<file path="src/rtl/mem_to_apb_bridge.sv">
// mem_to_apb_bridge
// Bridges a req/gnt/rvalid memory-style port onto a single APB3 master.
// Exactly one transfer is in flight at a time: IDLE -> SETUP -> ACCESS -> IDLE.
// A PREADY watchdog aborts an ACCESS phase that runs too long and returns
// an error response, so a hung slave cannot stall the requester.

module mem_to_apb_bridge #(
  parameter int AddrWidth     = 32,
  parameter int TimeoutCycles = 256
) (
  input  logic                 clk_i,
  input  logic                 rst_ni,
  // memory-style request/response port
  input  logic                 req_i,
  input  logic                 we_i,
  input  logic [AddrWidth-1:0] addr_i,
  input  logic [31:0]          wdata_i,
  output logic                 gnt_o,
  output logic                 rvalid_o,
  output logic [31:0]          rdata_o,
  output logic                 err_o,
  // APB3 master port
  output logic [AddrWidth-1:0] paddr_o,
  output logic                 psel_o,
  output logic                 penable_o,
  output logic                 pwrite_o,
  output logic [31:0]          pwdata_o,
  input  logic [31:0]          prdata_i,
  input  logic                 pready_i,
  input  logic                 pslverr_i
);

  // Watchdog sizing. A disabled watchdog still keeps a 1-bit counter so that
  // all vectors have a legal width; that counter then never moves.
  localparam bit WdEn = (TimeoutCycles > 0);
  localparam int CntW = WdEn ? $clog2(TimeoutCycles + 1) : 1;
  // Abort is decided in the last permitted ACCESS cycle, i.e. when the count of
  // already-elapsed wait cycles equals TimeoutCycles-1.
  localparam logic [CntW-1:0] CntLast = CntW'(WdEn ? (TimeoutCycles - 1) : 0);

  typedef enum logic [1:0] {
    ST_IDLE   = 2'b00,
    ST_SETUP  = 2'b01,
    ST_ACCESS = 2'b10
  } state_e;

  state_e                 state_r;
  state_e                 state_s;

  logic [AddrWidth-1:0]   paddr_r;
  logic [AddrWidth-1:0]   paddr_s;
  logic                   pwrite_r;
  logic                   pwrite_s;
  logic [31:0]            pwdata_r;
  logic [31:0]            pwdata_s;
  logic [31:0]            rdata_r;
  logic [31:0]            rdata_s;
  logic                   err_r;
  logic                   err_s;
  logic                   rvalid_r;
  logic                   rvalid_s;
  logic [CntW-1:0]        cnt_r;
  logic [CntW-1:0]        cnt_s;
  logic                   gnt_s;

  // Byte lanes of the address are meaningless for 32-bit APB transfers.
  logic                   unused_addr_lsb_s;
  assign unused_addr_lsb_s = ^addr_i[1:0];

  // State register; an asynchronous reset abandons any transfer in flight.
  always_ff @(posedge clk_i or negedge rst_ni) begin
    if (!rst_ni) begin
      state_r <= ST_IDLE;
    end else begin
      state_r <= state_s;
    end
  end

  // Next-state, grant, captured request fields, response and watchdog count.
  always_comb begin
    state_s  = state_r;
    paddr_s  = paddr_r;
    pwrite_s = pwrite_r;
    pwdata_s = pwdata_r;
    rdata_s  = rdata_r;
    err_s    = err_r;
    rvalid_s = 1'b0;
    cnt_s    = cnt_r;
    gnt_s    = 1'b0;

    case (state_r)
      ST_IDLE: begin
        gnt_s = req_i;
        if (req_i) begin
          paddr_s  = {addr_i[AddrWidth-1:2], 2'b00};
          pwrite_s = we_i;
          pwdata_s = wdata_i;
          state_s  = ST_SETUP;
        end else begin
          state_s  = ST_IDLE;
        end
      end

      ST_SETUP: begin
        // Counter starts from zero for every ACCESS phase.
        cnt_s   = '0;
        state_s = ST_ACCESS;
      end

      ST_ACCESS: begin
        if (pready_i) begin
          // Normal completion takes priority over a simultaneous timeout.
          rdata_s  = pwrite_r ? 32'h0000_0000 : prdata_i;
          err_s    = pslverr_i;
          rvalid_s = 1'b1;
          state_s  = ST_IDLE;
        end else if (WdEn && (cnt_r == CntLast)) begin
          rdata_s  = 32'h0000_0000;
          err_s    = 1'b1;
          rvalid_s = 1'b1;
          state_s  = ST_IDLE;
        end else begin
          if (WdEn) begin
            cnt_s = cnt_r + CntW'(1);
          end else begin
            cnt_s = cnt_r;
          end
          state_s = ST_ACCESS;
        end
      end

      default: begin
        state_s = ST_IDLE;
      end
    endcase
  end

  // Registered request fields, response and watchdog counter.
  always_ff @(posedge clk_i or negedge rst_ni) begin
    if (!rst_ni) begin
      paddr_r  <= '0;
      pwrite_r <= 1'b0;
      pwdata_r <= 32'h0000_0000;
      rdata_r  <= 32'h0000_0000;
      err_r    <= 1'b0;
      rvalid_r <= 1'b0;
      cnt_r    <= '0;
    end else begin
      paddr_r  <= paddr_s;
      pwrite_r <= pwrite_s;
      pwdata_r <= pwdata_s;
      rdata_r  <= rdata_s;
      err_r    <= err_s;
      rvalid_r <= rvalid_s;
      cnt_r    <= cnt_s;
    end
  end

  // Grant is combinational from req_i while idle so a new request can be
  // accepted in the same cycle the previous response is presented.
  assign gnt_o     = gnt_s;
  assign rvalid_o  = rvalid_r;
  assign rdata_o   = rdata_r;
  assign err_o     = err_r;
  assign paddr_o   = paddr_r;
  assign pwrite_o  = pwrite_r;
  assign pwdata_o  = pwdata_r;
  assign psel_o    = (state_r == ST_SETUP) || (state_r == ST_ACCESS);
  assign penable_o = (state_r == ST_ACCESS);

endmodule

</file>
<file path="config.mk">
export PLATFORM = sky130hd
export DESIGN_NAME = mem_to_apb_bridge
export DESIGN_NICKNAME = d
export VERILOG_FILES = /design/src/rtl/mem_to_apb_bridge.sv
export SDC_FILE = /design/constraint.sdc
export NUM_CORES = 1
export LEC_CHECK = 0
export CAP_MARGIN = 20
export CORE_AREA = 3 3 92 94
export CTS_CLUSTER_SIZE = 30
export DETAILED_ROUTE_END_ITERATION = 7
export DIE_AREA = 0 0 95 97
export DONT_BUFFER_PORTS = 1
export PLACE_DENSITY = 0.72
export SYNTH_ARGS = -nofsm -noshare
export SYNTH_HDL_FRONTEND = slang
export SYNTH_SLANG_ARGS = --single-unit
</file>
<file path="constraint.sdc">
create_clock -name clk_i -period 1.95 [get_ports clk_i]
set_input_delay 0.39 -clock clk_i [delete_from_list [all_inputs] [get_ports clk_i]]
set_output_delay 0.39 -clock clk_i [all_outputs]
set_load 0.1 [all_outputs]
</file>
== After elaboration in Yosys (flattened, before gate mapping) ==
Cells that the tools add are included.
Storage, ports and cells
  register bits after elaboration: 108
  latch bits: 0
  memory bits (writable): 0
  ROM bits: 0
  input port bits: 102
  output and inout bits: 102
  logic and storage cells: 37
  memories: 0
Operators by class
  add/sub/neg operators: 1
  $mul: 0
  divide/modulo/power cells: 0
  $lt $le $gt $ge: 0
  equality and inequality tests: 5
  shifts and indexed selects: 0
  mux-type cells: 16
  bitwise operators: 0
  reduce and logical (&&, ||, !) cells: 7
Operators by type and width (count)
  $mux 32: 3
  $mux 9: 2
  $pmux 9 s2: 1
  $add 9x1->9 const B: 1
  $eq 9x8->1 const B: 1
  $mux 1: 7
  $pmux 2 s3: 1
  $mux 2: 2
  $ne 2x2->1 const B: 2
  $reduce_and 2->1: 2
  $reduce_bool 2->1: 2
  $reduce_and 3->1: 1
  $eq 2x1->1 const B: 1
  $eq 2x2->1 const B: 1
  $logic_not 2->1: 1
  $logic_or 1x1->1: 1

== Logic depth before layout (Yosys ltp) ==
Gate-level depths: netlist of the first run.
  depth in word-level cells: 4
  depth in mapped cells: 9
  gate-level depth less buffers: 8

== Worst setup path after synthesis of the first run ==
No wires, ideal clock.
  kind: flip-flop to flip-flop
  start: register state_r[0]
  end: register cnt_r[7]
  setup time: 0.070 ns
  data arrival time: 2.203 ns
  data required time: 1.880 ns
  slack: -0.322 ns
  stages on the path, launching flop included: 6
  buffers on the path: 0
  period minus slack after synthesis: 2.272 ns
  cell sequence: dfrtp_1 -> inv_1 -> ha_1 -> and4bb_1 -> or4b_1 -> nand3_1
On the way
  word-level cells in the longest chain between the ends: 3
  elaborated cells on any way between the ends: 7
  those cells by class: eq/ne (4); mux (1); reduce/logical (2)
RTL lines
  start: declaration: RTL line 47  | state_e state_r;
  start signal: assignment: RTL line 75  | state_r <= state_s;
  $eq 2x2->1 (*)
  net penable_o: RTL line 25  | output logic penable_o,
  $ne 2x2->1 (no line) / $reduce_bool 2->1 (equally long branches)
  $reduce_and 3->1 (no line)
  end signal: assignment: RTL line 155  | cnt_r <= cnt_s;
  end: declaration: RTL line 62  | logic [CntW-1:0] cnt_r;
Mark *: on every way through the listed nets, which the timed path passes. The rest lies on a longest branch.
A chain may end at the register's enable or synchronous reset.

== Worst setup path in the final report of the first run ==
  start: register state_r[1]
  end: output port psel_o
On the way
  word-level cells in the longest chain between the ends: 2
  elaborated cells on any way between the ends: 3
  those cells by class: eq/ne (2); reduce/logical (1)
RTL lines
  $eq 2x1->1 / $eq 2x2->1 (equally long branches): RTL line 168  | assign psel_o = (state_r == ST_SETUP) || (state_r == ST_ACCESS);
  $logic_or 1x1->1 (*): RTL line 168
  end: declaration: RTL line 24  | output logic psel_o,
Mark *: on every way between the ends. The rest lies on a longest branch, timed or not.

==> results of run 1 <==
==> metrics by stage <==
stage	area [um2]	util	TNS, ps	setup slack, ps
final	4940	0.640	0	98.7
after global routing	4940	0.640	-51.0	-19.4
after CTS	4900	0.634	0	11.2
after detailed placement	4660	0.603	-24.3	-17.0
after global placement	4660	0.603	0	29.1
after floorplan	4240	-	-27.8	-27.8
==> cell families after synthesis <==
group                      synth area share
and+or+nand+nor                      0.0791
AOI/OAI and AO/OA                    0.0675
other                              0.000888
muxes                                 0.173
buffers and inverters                0.0252
DFF                                   0.640
adders and majority gates            0.0148
==> flip-flops by register name (all words and copies together), names as in the netlist <==
register	flops
cnt_r	9
state_r	2
rvalid_o	1
pwdata_o	32
rdata_o	32
paddr_o	30
err_o	1
pwrite_o	1
==> final timing paths <==
check / from / to / cells after the start
setup / recovery: state_r[1] / psel_o / 3
hold / removal: rst_ni / pwdata_o[16] / 0
setup reg to reg: cnt_r[0] / err_o / 8
hold reg to reg: rdata_o[27] / rdata_o[27] / 1
max in group asynchronous: rst_ni / state_r[0] / 0
min in group clk_i: prdata_i[23] / rdata_o[23] / 1
==> area by class of cell <==
type | instances | area [um2]
clock inverter | 6 | 81.3
fill | 616 | 2780
inverter | 6 | 30.0
multi-input combinational | 175 | 1460
sequential | 108 | 2700
clock buffer | 10 | 128
tap | 102 | 128
timing repair buffer | 51 | 415
==> worst max-delay path, cell delays in order, from the launching register on <==
cell and delay [ps]:
dfrtp_1 420, inv_1 60, ha_2 380, buf_6 240
==> cell usage in the layout, fill, tap and decap left out, types with 4 or more instances in the layout <==
master,netlist,routed
a22o_1,22,22
buf_4,2,47
clkbuf_8,0,9
dfrtp_1,108,108
inv_1,6,4
mux2_2,64,64
nand2_1,33,32
nand3_1,20,20
==> per-layer routing <==
layer,up-vias,GRT usage
met1,1284,0.228
met4,4,0.0733
met5,-,0
met3,13,0.0879
met2,131,0.337
li1,1176,-
==> repair_timing <==
action                                 in CTS  in global routing
gates resized for setup                     1                  7
setup buffers                               3                  1
endpoints found under the hold margin     108                108
setup endpoints to repair                   2                 36
==> results by group, run 1 <==
Logic synthesis
  – EDFF count, synth: 0
  – Syn. warnings: 0
  – Synth area leaders: dfrtp_1 64%, mux2_2 17%, a22o_1 4.6%
  – Synth top cells by count: 108 x dfrtp_1, 64 x mux2_2, 33 x nand2_1
  – Post-synthesis register bit count: 108
  – Share of the synthesized area in the top cell type: 0.640
  – Post-synth ARST share: 1.00
  – Register area share after synthesis: 0.640
  – Most frequent cell after synthesis: dfrtp_1
  – Distinct cell type count after synthesis: 32
  – Area leader, netlist: dfrtp_1
  – Post-synthesis cell count: 305
  – Syn avg cell area: 13.9 um2
  – Mapped Area: 0.00423 mm2
  – Commonest register cell after synthesis: dfrtp_1

Drt
  – Vias/cell: 5.69
  – Top Layer Used: met5
  – DR WL met2: 4.87 mm
  – First drt pass iteration count: 4
  – WL final: 9.26 mm
  – Via count: 2608
  – Final ANT Viol Nets: 0
  – Drt first-iter violations: 68
  – Routed wire length on met3: 992 um
  – Wirelength per Cell: 20.2 um
  – Met1 WL: 3.26 mm
  – Drc violations: 0

STA
  – Achievable Freq: 540 MHz
  – RSZ-0062 raised after global routing: yes
  – Worst rel slew slack: 0.380
  – Fin crit share: 0.949
  – Worst Clk Skew: 12.4 ps
  – Final Hold Vio Count: 108
  – Max-slew violations: 0
  – Final setup fails: 0
  – Period minus WS final: 1850 ps
  – Actual slew at the worst max-slew pin: 929 ps
  – Hold WS: -295 ps

Floorplan
  – Core area: 0.00773 mm2
  – Die width: 95 um
  – Die area: 0.00922 mm2
  – Effective utilization at floorplan: 0.547
  – IO Count: 204
  – Die H: 97 um
  – FP Rows: 32

Worst setup path
  – CP arrival: 1460 ps
  – Crit path required time: 1560 ps
  – Worst Path Max Fanout: 5
  – CP startpoint kind: register
  – R2R setup slack: 100 ps
  – Crit. End Element: primary output
  – Critical path class: register to primary output

Placed design
  – HPWL Detailed: 6.85 mm
  – Dpl cells: 438
  – # port buffers: 0
  – RePlAce Congestion: 0.816

Clock network
  – Clock Latency Late Sink: 360 ps
  – Clock-pin slew on the worst setup and hold paths: 110 ps
  – Root buf cell: clkbuf_8
  – CTS tree: built
  – Longest Clk Path Bufs: 2
  – H-tree depth: 3
  – Clock sinks: 108
  – Num CTS Buffers: 9

Global route
  – Largest net degree at the start of global routing: 109
  – Global-route wire length before repair: 14.3 mm
  – Number of global-route vias before repair: 2729
  – Gr ovfl total: 0
  – Overall routing resource usage: 0.202
  – Antenna violations before repair: 2

Run status
  – Outcome: finished with violations
  – Failing checks: negative hold slack

Layout
  – Antenna cells: 0
  – Synth-to-Final Area Change: 17.0%
  – Layout Cells excl Fill: 458
  – Layout cells sized above 1: 0.399
  – Post-layout net count: 458

Min path
  – Min-Delay Path Class: input port to asynchronous set/reset pin

Flow run
  – Max-cap violation count: 0
Power of run 1 is left out: the tool's default activity adds up to more than one toggle a clock period on the data nets, which glitch-free logic cannot reach.
==> run 2: changes to the inputs <==
Settings changed: CTS_CLUSTER_SIZE 30 to 12, GPL_ROUTABILITY_DRIVEN set to 0.
==> results of run 2 <==
Final layout, timing and power as in run 1 (identical DEF).
Power of run 2 is left out for the same reason.
